===== src/rtl/multicycle_ctrl.sv =====
// multicycle_ctrl: fetch/decode/execute/memory/writeback sequencer for the multi-cycle RV32I subset core
module multicycle_ctrl #(
  parameter int CNT_W = 32
) (
  input  logic             clk_i,
  input  logic             rst_i,
  input  logic [31:0]      instr_i,
  input  logic             zero_i,
  input  logic             mem_ready_i,
  output logic             mem_req_o,
  output logic             MemWrite_o,
  output logic             AdrSrc_o,
  output logic             IrWrite_o,
  output logic             PcWrite_o,
  output logic             RegWrite_o,
  output logic [1:0]       AluOp_o,
  output logic [1:0]       AluSrcA_o,
  output logic [1:0]       AluSrcB_o,
  output logic [1:0]       ResultSrc_o,
  output logic             illegal_o,
  output logic [CNT_W-1:0] instret_o
);
  typedef enum logic [3:0] {
    S_FETCH, S_DECODE, S_MEMADR, S_MEMREAD, S_MEMWB, S_MEMWRITE,
    S_EXECR, S_EXECI, S_ALUWB, S_BEQ, S_JAL, S_ILLEGAL
  } state_t;
  state_t           state_q, state_d;
  logic [CNT_W-1:0] instret_q, instret_d;
  logic             illegal_q, illegal_d;
  logic             retire;
  logic [6:0]       op, f7;
  logic [2:0]       f3;
  logic             r_ok, i_ok;
  logic [1:0]       r_op, i_op;
  assign op = instr_i[6:0];
  assign f3 = instr_i[14:12];
  assign f7 = instr_i[31:25];
  // Only add/sub/and/or (and their immediate forms, minus subi) are supported
  assign r_ok = (f7 == 7'b0000000 && (f3 == 3'b000 || f3 == 3'b111 || f3 == 3'b110)) ||
                (f7 == 7'b0100000 && f3 == 3'b000);
  assign i_ok = f3 == 3'b000 || f3 == 3'b111 || f3 == 3'b110;
  assign r_op = !r_ok ? 2'b00 : f3 == 3'b111 ? 2'b00 : f3 == 3'b110 ? 2'b01 : f7[5] ? 2'b11 : 2'b10;
  assign i_op = !i_ok ? 2'b00 : f3 == 3'b111 ? 2'b00 : f3 == 3'b110 ? 2'b01 : 2'b10;
  always_comb begin
    state_d     = state_q;
    mem_req_o   = 1'b0;
    MemWrite_o  = 1'b0;
    AdrSrc_o    = 1'b0;
    IrWrite_o   = 1'b0;
    PcWrite_o   = 1'b0;
    RegWrite_o  = 1'b0;
    AluOp_o     = 2'b00;
    AluSrcA_o   = 2'b00;
    AluSrcB_o   = 2'b00;
    ResultSrc_o = 2'b00;
    retire      = 1'b0;
    case (state_q)
      S_FETCH: begin
        mem_req_o   = 1'b1;
        AluSrcB_o   = 2'b10;
        AluOp_o     = 2'b10;
        ResultSrc_o = 2'b10;
        IrWrite_o   = mem_ready_i;
        PcWrite_o   = mem_ready_i;
        state_d     = mem_ready_i ? S_DECODE : S_FETCH;
      end
      S_DECODE: begin
        AluSrcA_o = 2'b01;
        AluSrcB_o = 2'b01;
        AluOp_o   = 2'b10;
        case (op)
          7'b0000011, 7'b0100011: state_d = S_MEMADR;
          7'b0110011:             state_d = S_EXECR;
          7'b0010011:             state_d = S_EXECI;
          7'b1100011:             state_d = f3 == 3'b000 ? S_BEQ : S_ILLEGAL;
          7'b1101111:             state_d = S_JAL;
          default:                state_d = S_ILLEGAL;
        endcase
      end
      S_MEMADR: begin
        AluSrcA_o = 2'b10;
        AluSrcB_o = 2'b01;
        AluOp_o   = 2'b10;
        state_d   = op == 7'b0000011 ? S_MEMREAD : S_MEMWRITE;
      end
      S_MEMREAD: begin
        mem_req_o = 1'b1;
        AdrSrc_o  = 1'b1;
        state_d   = mem_ready_i ? S_MEMWB : S_MEMREAD;
      end
      S_MEMWB: begin
        ResultSrc_o = 2'b01;
        RegWrite_o  = 1'b1;
        retire      = 1'b1;
        state_d     = S_FETCH;
      end
      S_MEMWRITE: begin
        mem_req_o  = 1'b1;
        MemWrite_o = 1'b1;
        AdrSrc_o   = 1'b1;
        retire     = mem_ready_i;
        state_d    = mem_ready_i ? S_FETCH : S_MEMWRITE;
      end
      S_EXECR: begin
        AluSrcA_o = 2'b10;
        AluOp_o   = r_op;
        state_d   = r_ok ? S_ALUWB : S_ILLEGAL;
      end
      S_EXECI: begin
        AluSrcA_o = 2'b10;
        AluSrcB_o = 2'b01;
        AluOp_o   = i_op;
        state_d   = i_ok ? S_ALUWB : S_ILLEGAL;
      end
      S_ALUWB: begin
        RegWrite_o = 1'b1;
        retire     = 1'b1;
        state_d    = S_FETCH;
      end
      S_BEQ: begin
        AluSrcA_o = 2'b10;
        AluOp_o   = 2'b11;
        PcWrite_o = zero_i;
        retire    = 1'b1;
        state_d   = S_FETCH;
      end
      S_JAL: begin
        AluSrcA_o = 2'b01;
        AluSrcB_o = 2'b10;
        AluOp_o   = 2'b10;
        PcWrite_o = 1'b1;
        state_d   = S_ALUWB;
      end
      S_ILLEGAL: state_d = S_ILLEGAL;
      default:   state_d = S_FETCH;
    endcase
    instret_d = instret_q + CNT_W'(retire);
    illegal_d = illegal_q | (state_d == S_ILLEGAL);
  end
  always_ff @(posedge clk_i) begin
    if (rst_i) begin
      state_q   <= S_FETCH;
      instret_q <= '0;
      illegal_q <= 1'b0;
    end else begin
      state_q   <= state_d;
      instret_q <= instret_d;
      illegal_q <= illegal_d;
    end
  end
  assign illegal_o = illegal_q;
  assign instret_o = instret_q;
endmodule


===== config.mk =====
export PLATFORM = sky130hd
export DESIGN_NAME = multicycle_ctrl
export DESIGN_NICKNAME = d
export VERILOG_FILES = /design/src/rtl/multicycle_ctrl.sv
export SDC_FILE = /design/constraint.sdc
export NUM_CORES = 1
export LEC_CHECK = 0
export CORE_MARGIN = 5
export CORE_UTILIZATION = 30
export DETAILED_ROUTE_END_ITERATION = 8
export HOLD_SLACK_MARGIN = 0.05
export PLACE_DENSITY = 0.66
export SYNTH_ARGS = -nofsm -noshare
export SYNTH_HDL_FRONTEND = slang
export SYNTH_SLANG_ARGS = --single-unit

===== constraint.sdc =====
create_clock -name clk_i -period 2.9 [get_ports clk_i]
set_input_delay 0.29 -clock clk_i [delete_from_list [all_inputs] [get_ports clk_i]]
set_output_delay 0.29 -clock clk_i [all_outputs]
set_load 0.03 [all_outputs]

==> results.json <==
{
  "p_leak_nw": 1.02,
  "wl_per_cell_um": 12.6,
  "postCtsSetupBuffers": 0,
  "clock_skew_ns": 0.00420,
  "synth_area_um2": 2040,
  "cts_htree_levels": 2,
  "tns_ns": 0,
  "cp_slowest_cell": "dfxtp_1",
  "drt-total-wl_mm": 5.25,
  "die-area_um2": 8560,
  "synth_cells": 265,
  "rsz0062_at_grt": "false",
  "slew_headroom_pct": 67.8,
  "crit_path_max_fanout": 10,
  "maxCapViolCount": 0,
  "critPathKind": "reg -> reg",
  "hold-path-endpoint": "illegal_o",
  "synth-seq-area-share_pct": 36.3,
  "final_cell_count_no_fill": 416,
  "slew_viol_final": 0,
  "synthTopCellsByCount": "43 x nor2_1, 37 x dfxtp_1, 21 x nand2_1",
  "worstPathArrival_ns": 2.76,
  "cts-resized-gates": 0,
  "yosysUniqueCellTypes": 45,
  "yosysTopAreaCell": "dfxtp_1",
  "tightest_slew_ns": 0.478,
  "r2r-end": "instret_o[26]",
  "cp_data_required_time_ns": 3.06,
  "synth_top_area_share_pct": 36.3,
  "crit_path_end_kind": "flip-flop",
  "drt_iter0_drc": 57,
  "yosysMostFrequentCell": "nor2_1",
  "ioPinCount": 83,
  "fin_crit_sh_pct": 89.6,
  "grt_pass1_wl_mm": 8.85,
  "num_rows": 30,
  "drive_above_1_share_pct": 6.55,
  "timing.critical_path.mode_cell": "ha_1",
  "fmax_mhz": 385,
  "cp_num_buf_inv": 1,
  "die_y_um": 92.5,
  "start_kind": "flip-flop",
  "vdd_drop_max_mv": 0.277,
  "drt_drc_violations_left": 0,
  "cpPeakStageDelay_ns": 0.39,
  "hold_class": "reg -> reg",
  "antenna_found_initial": 0,
  "worstRegToRegCells": 11,
  "fp.dieW_um": 92.5,
  "cts_hold_buf": 0,
  "path_cells": "nand2b_1 -> o21bai_1 -> a21oi_1 -> ha_1 -> ha_1 -> and4_1 -> nand4_1 -> buf_4 -> nor4_1 -> xnor2_1 -> nor2_1",
  "synth_flop_cell": "dfxtp_1",
  "firstDrtPassIters": 4,
  "track_usage_pct": 12.3,
  "r2r_start": "state_q[3]",
  "clk_path_buf_depth": 2,
  "vias_per_cell": 4.92,
  "ant_nets": 0,
  "portBuffers": 67,
  "hold_depth": 2,
  "avgSynthCellArea_um2": 7.71,
  "dp_cells": 409,
  "cts.sinks": 37,
  "yosysWarnings": 0,
  "clk_pin_slew_ns": 0.07,
  "setup_viol": 0,
  "post-route-cell-area_um2": 2930,
  "dpl.hpwl_mm": 3.97,
  "synth-async-reset-ratio_pct": 0,
  "r2r_slack_ns": 0.30,
  "status": "finished clean",
  "min_period_ns": 2.60,
  "synth-edff-count": 0,
  "vias": 2046,
  "n_antenna_cell": 0,
  "synth_fp_nets": 303,
  "cts_tree": "done",
  "numCtsBuffers": 5,
  "placed_area_um2": 2840,
  "first_global_vias": 1930,
  "cts_root_buf": "clkbuf_8",
  "grt_max_degree": 35,
  "final_hold_viol_count": 0,
  "grt_remaining_overflow": 0,
  "finalWeightedCongestion": 0.768,
  "core-area_um2": 6720,
  "syn2layout_area_growth_pct": 43.2,
  "synth-seq-cells": 37,
  "clk_latency_ns": 0.28,
  "utilization_pct": 43.6,
  "initial_core_util_pct": 30.4,
  "nNetsFinal": 374,
  "powerDensity_nw_per_um2": 615,
  "critical-path-top-delay-family": "simple AND/OR/NAND/NOR gates",
  "ys_top_cells_by_area": "dfxtp_1 36%, nor2_1 7.9%, xnor2_1 6.9%, nand2_1 3.9%, a21oi_1 3.4%",
  "hold_start": "illegal_o"
}
[worst register-to-register path, stage by stage, from the launching register on]
cell and delay (ns):
dfxtp_1 0.39, nand2b_1 0.20, o21bai_1 0.16, a21oi_1 0.16, ha_1 0.21, ha_1 0.21
and4_1 0.28, nand4_1 0.11, buf_4 0.18, nor4_1 0.37, xnor2_1 0.17, nor2_1 0.05
[area by class of cell]
| class | instances | area, µm² |
|---|---|---|
| fillers | 697 | 3790 |
| clock buffers | 7 | 86.3 |
| inverters | 8 | 30.0 |
| well taps | 80 | 100 |
| flip-flops and latches | 37 | 741 |
| multi-input cells | 206 | 1210 |
| repair buffers | 78 | 758 |
[placed cells by master (no fill, tap or decap), drive strengths merged, types with 2 or more instances in the layout]
| cell type | netlist | routed |
|---|---|---|
| clkbuf | 10 | 7 |
| a21oi | 14 | 14 |
| nor2b | 7 | 7 |
| nor2 | 43 | 43 |
| or3 | 9 | 9 |
| and4 | 4 | 4 |
| xnor2 | 16 | 16 |
| nand3 | 9 | 9 |
| dfxtp | 37 | 37 |
| a31o | 2 | 2 |
| nand2b | 4 | 4 |
| nand4 | 7 | 7 |
| nand2 | 21 | 21 |
| or2 | 2 | 2 |
| a211oi | 2 | 2 |
| dlymetal6s2s | 0 | 2 |
| o21ai | 11 | 11 |
| xor2 | 8 | 8 |
| or4 | 2 | 2 |
| and2 | 2 | 2 |
| buf | 4 | 11 |
| ha | 2 | 2 |
| inv | 8 | 8 |
| nand4b | 2 | 2 |
| clkdlybuf4s50 | 0 | 65 |
| a211o | 2 | 2 |
| nor4 | 8 | 8 |
| nor3 | 14 | 14 |
[logic make-up (layout without fill, tap and decap cells)]
kind of cell / Yosys count / count (layout) / share of synthesized area (%)
simple gates: 137 / 137 / 34.0
compound gates: 42 / 42 / 13.2
flops: 37 / 37 / 36.3
xor+xnor: 24 / 24 / 10.3
buf+inv: 22 / 93 / 4.47
fa+ha+maj: 2 / 2 / 1.22
mux: 1 / 1 / 0.551
[layer usage]
| layer | GRT usage, % | wire length, µm | up-vias | part of all wire [%] |
|---|---|---|---|---|
| met5 | 0 | 0 | - | 0 |
| met1 | 14.9 | 2460 | 915 | 47 |
| met2 | 21.3 | 2350 | 54 | 45 |
| met3 | 3.66 | 393 | 5 | 7.5 |
| li1 | - | - | 1072 | - |
| met4 | 3.34 | 54 | 0 | 1.0 |
[state kept, by name, summed over array words and instances, names as in the netlist]
name / count
instret_o: 32
state_q: 4
illegal_o: 1
[worst max-delay path by stage]
stage / start / endpoint / slack [ns] / cells after the start
after floorplan: state_q[3] / instret_o[31] / 0.19 / 11
after global placement: instr_i[13] / AluOp_o[0] / 0.10 / 7
after detailed placement: instr_i[13] / AluOp_o[0] / 0.09 / 7
after CTS: instr_i[13] / AluOp_o[0] / 0.07 / 7
after global routing: state_q[3] / instret_o[30] / 0.01 / 10
final: state_q[3] / instret_o[26] / 0.30 / 11
[per-stage QoR]
stage	hold WS (ns)	worst slack [ns]	power, mW
2_1_floorplan	0.574	0.189	1.14
3_3_place_gp	0.453	0.102	1.47
3_5_place_dp	0.456	0.0929	1.47
4_1_cts	0.466	0.0713	1.83
5_1_grt	0.507	0.0108	1.93
6_report	0.456	0.302	1.80
[report_power, final]
part / switching [mW] / total (mW) / internal (mW)
logic: 0.506 / 0.885 / 0.379
registers: 0.0297 / 0.567 / 0.537
clock network: 0.159 / 0.347 / 0.188
total: 0.694 / 1.80 / 1.10
No activity file was read; power rests on OpenSTA's default activity.
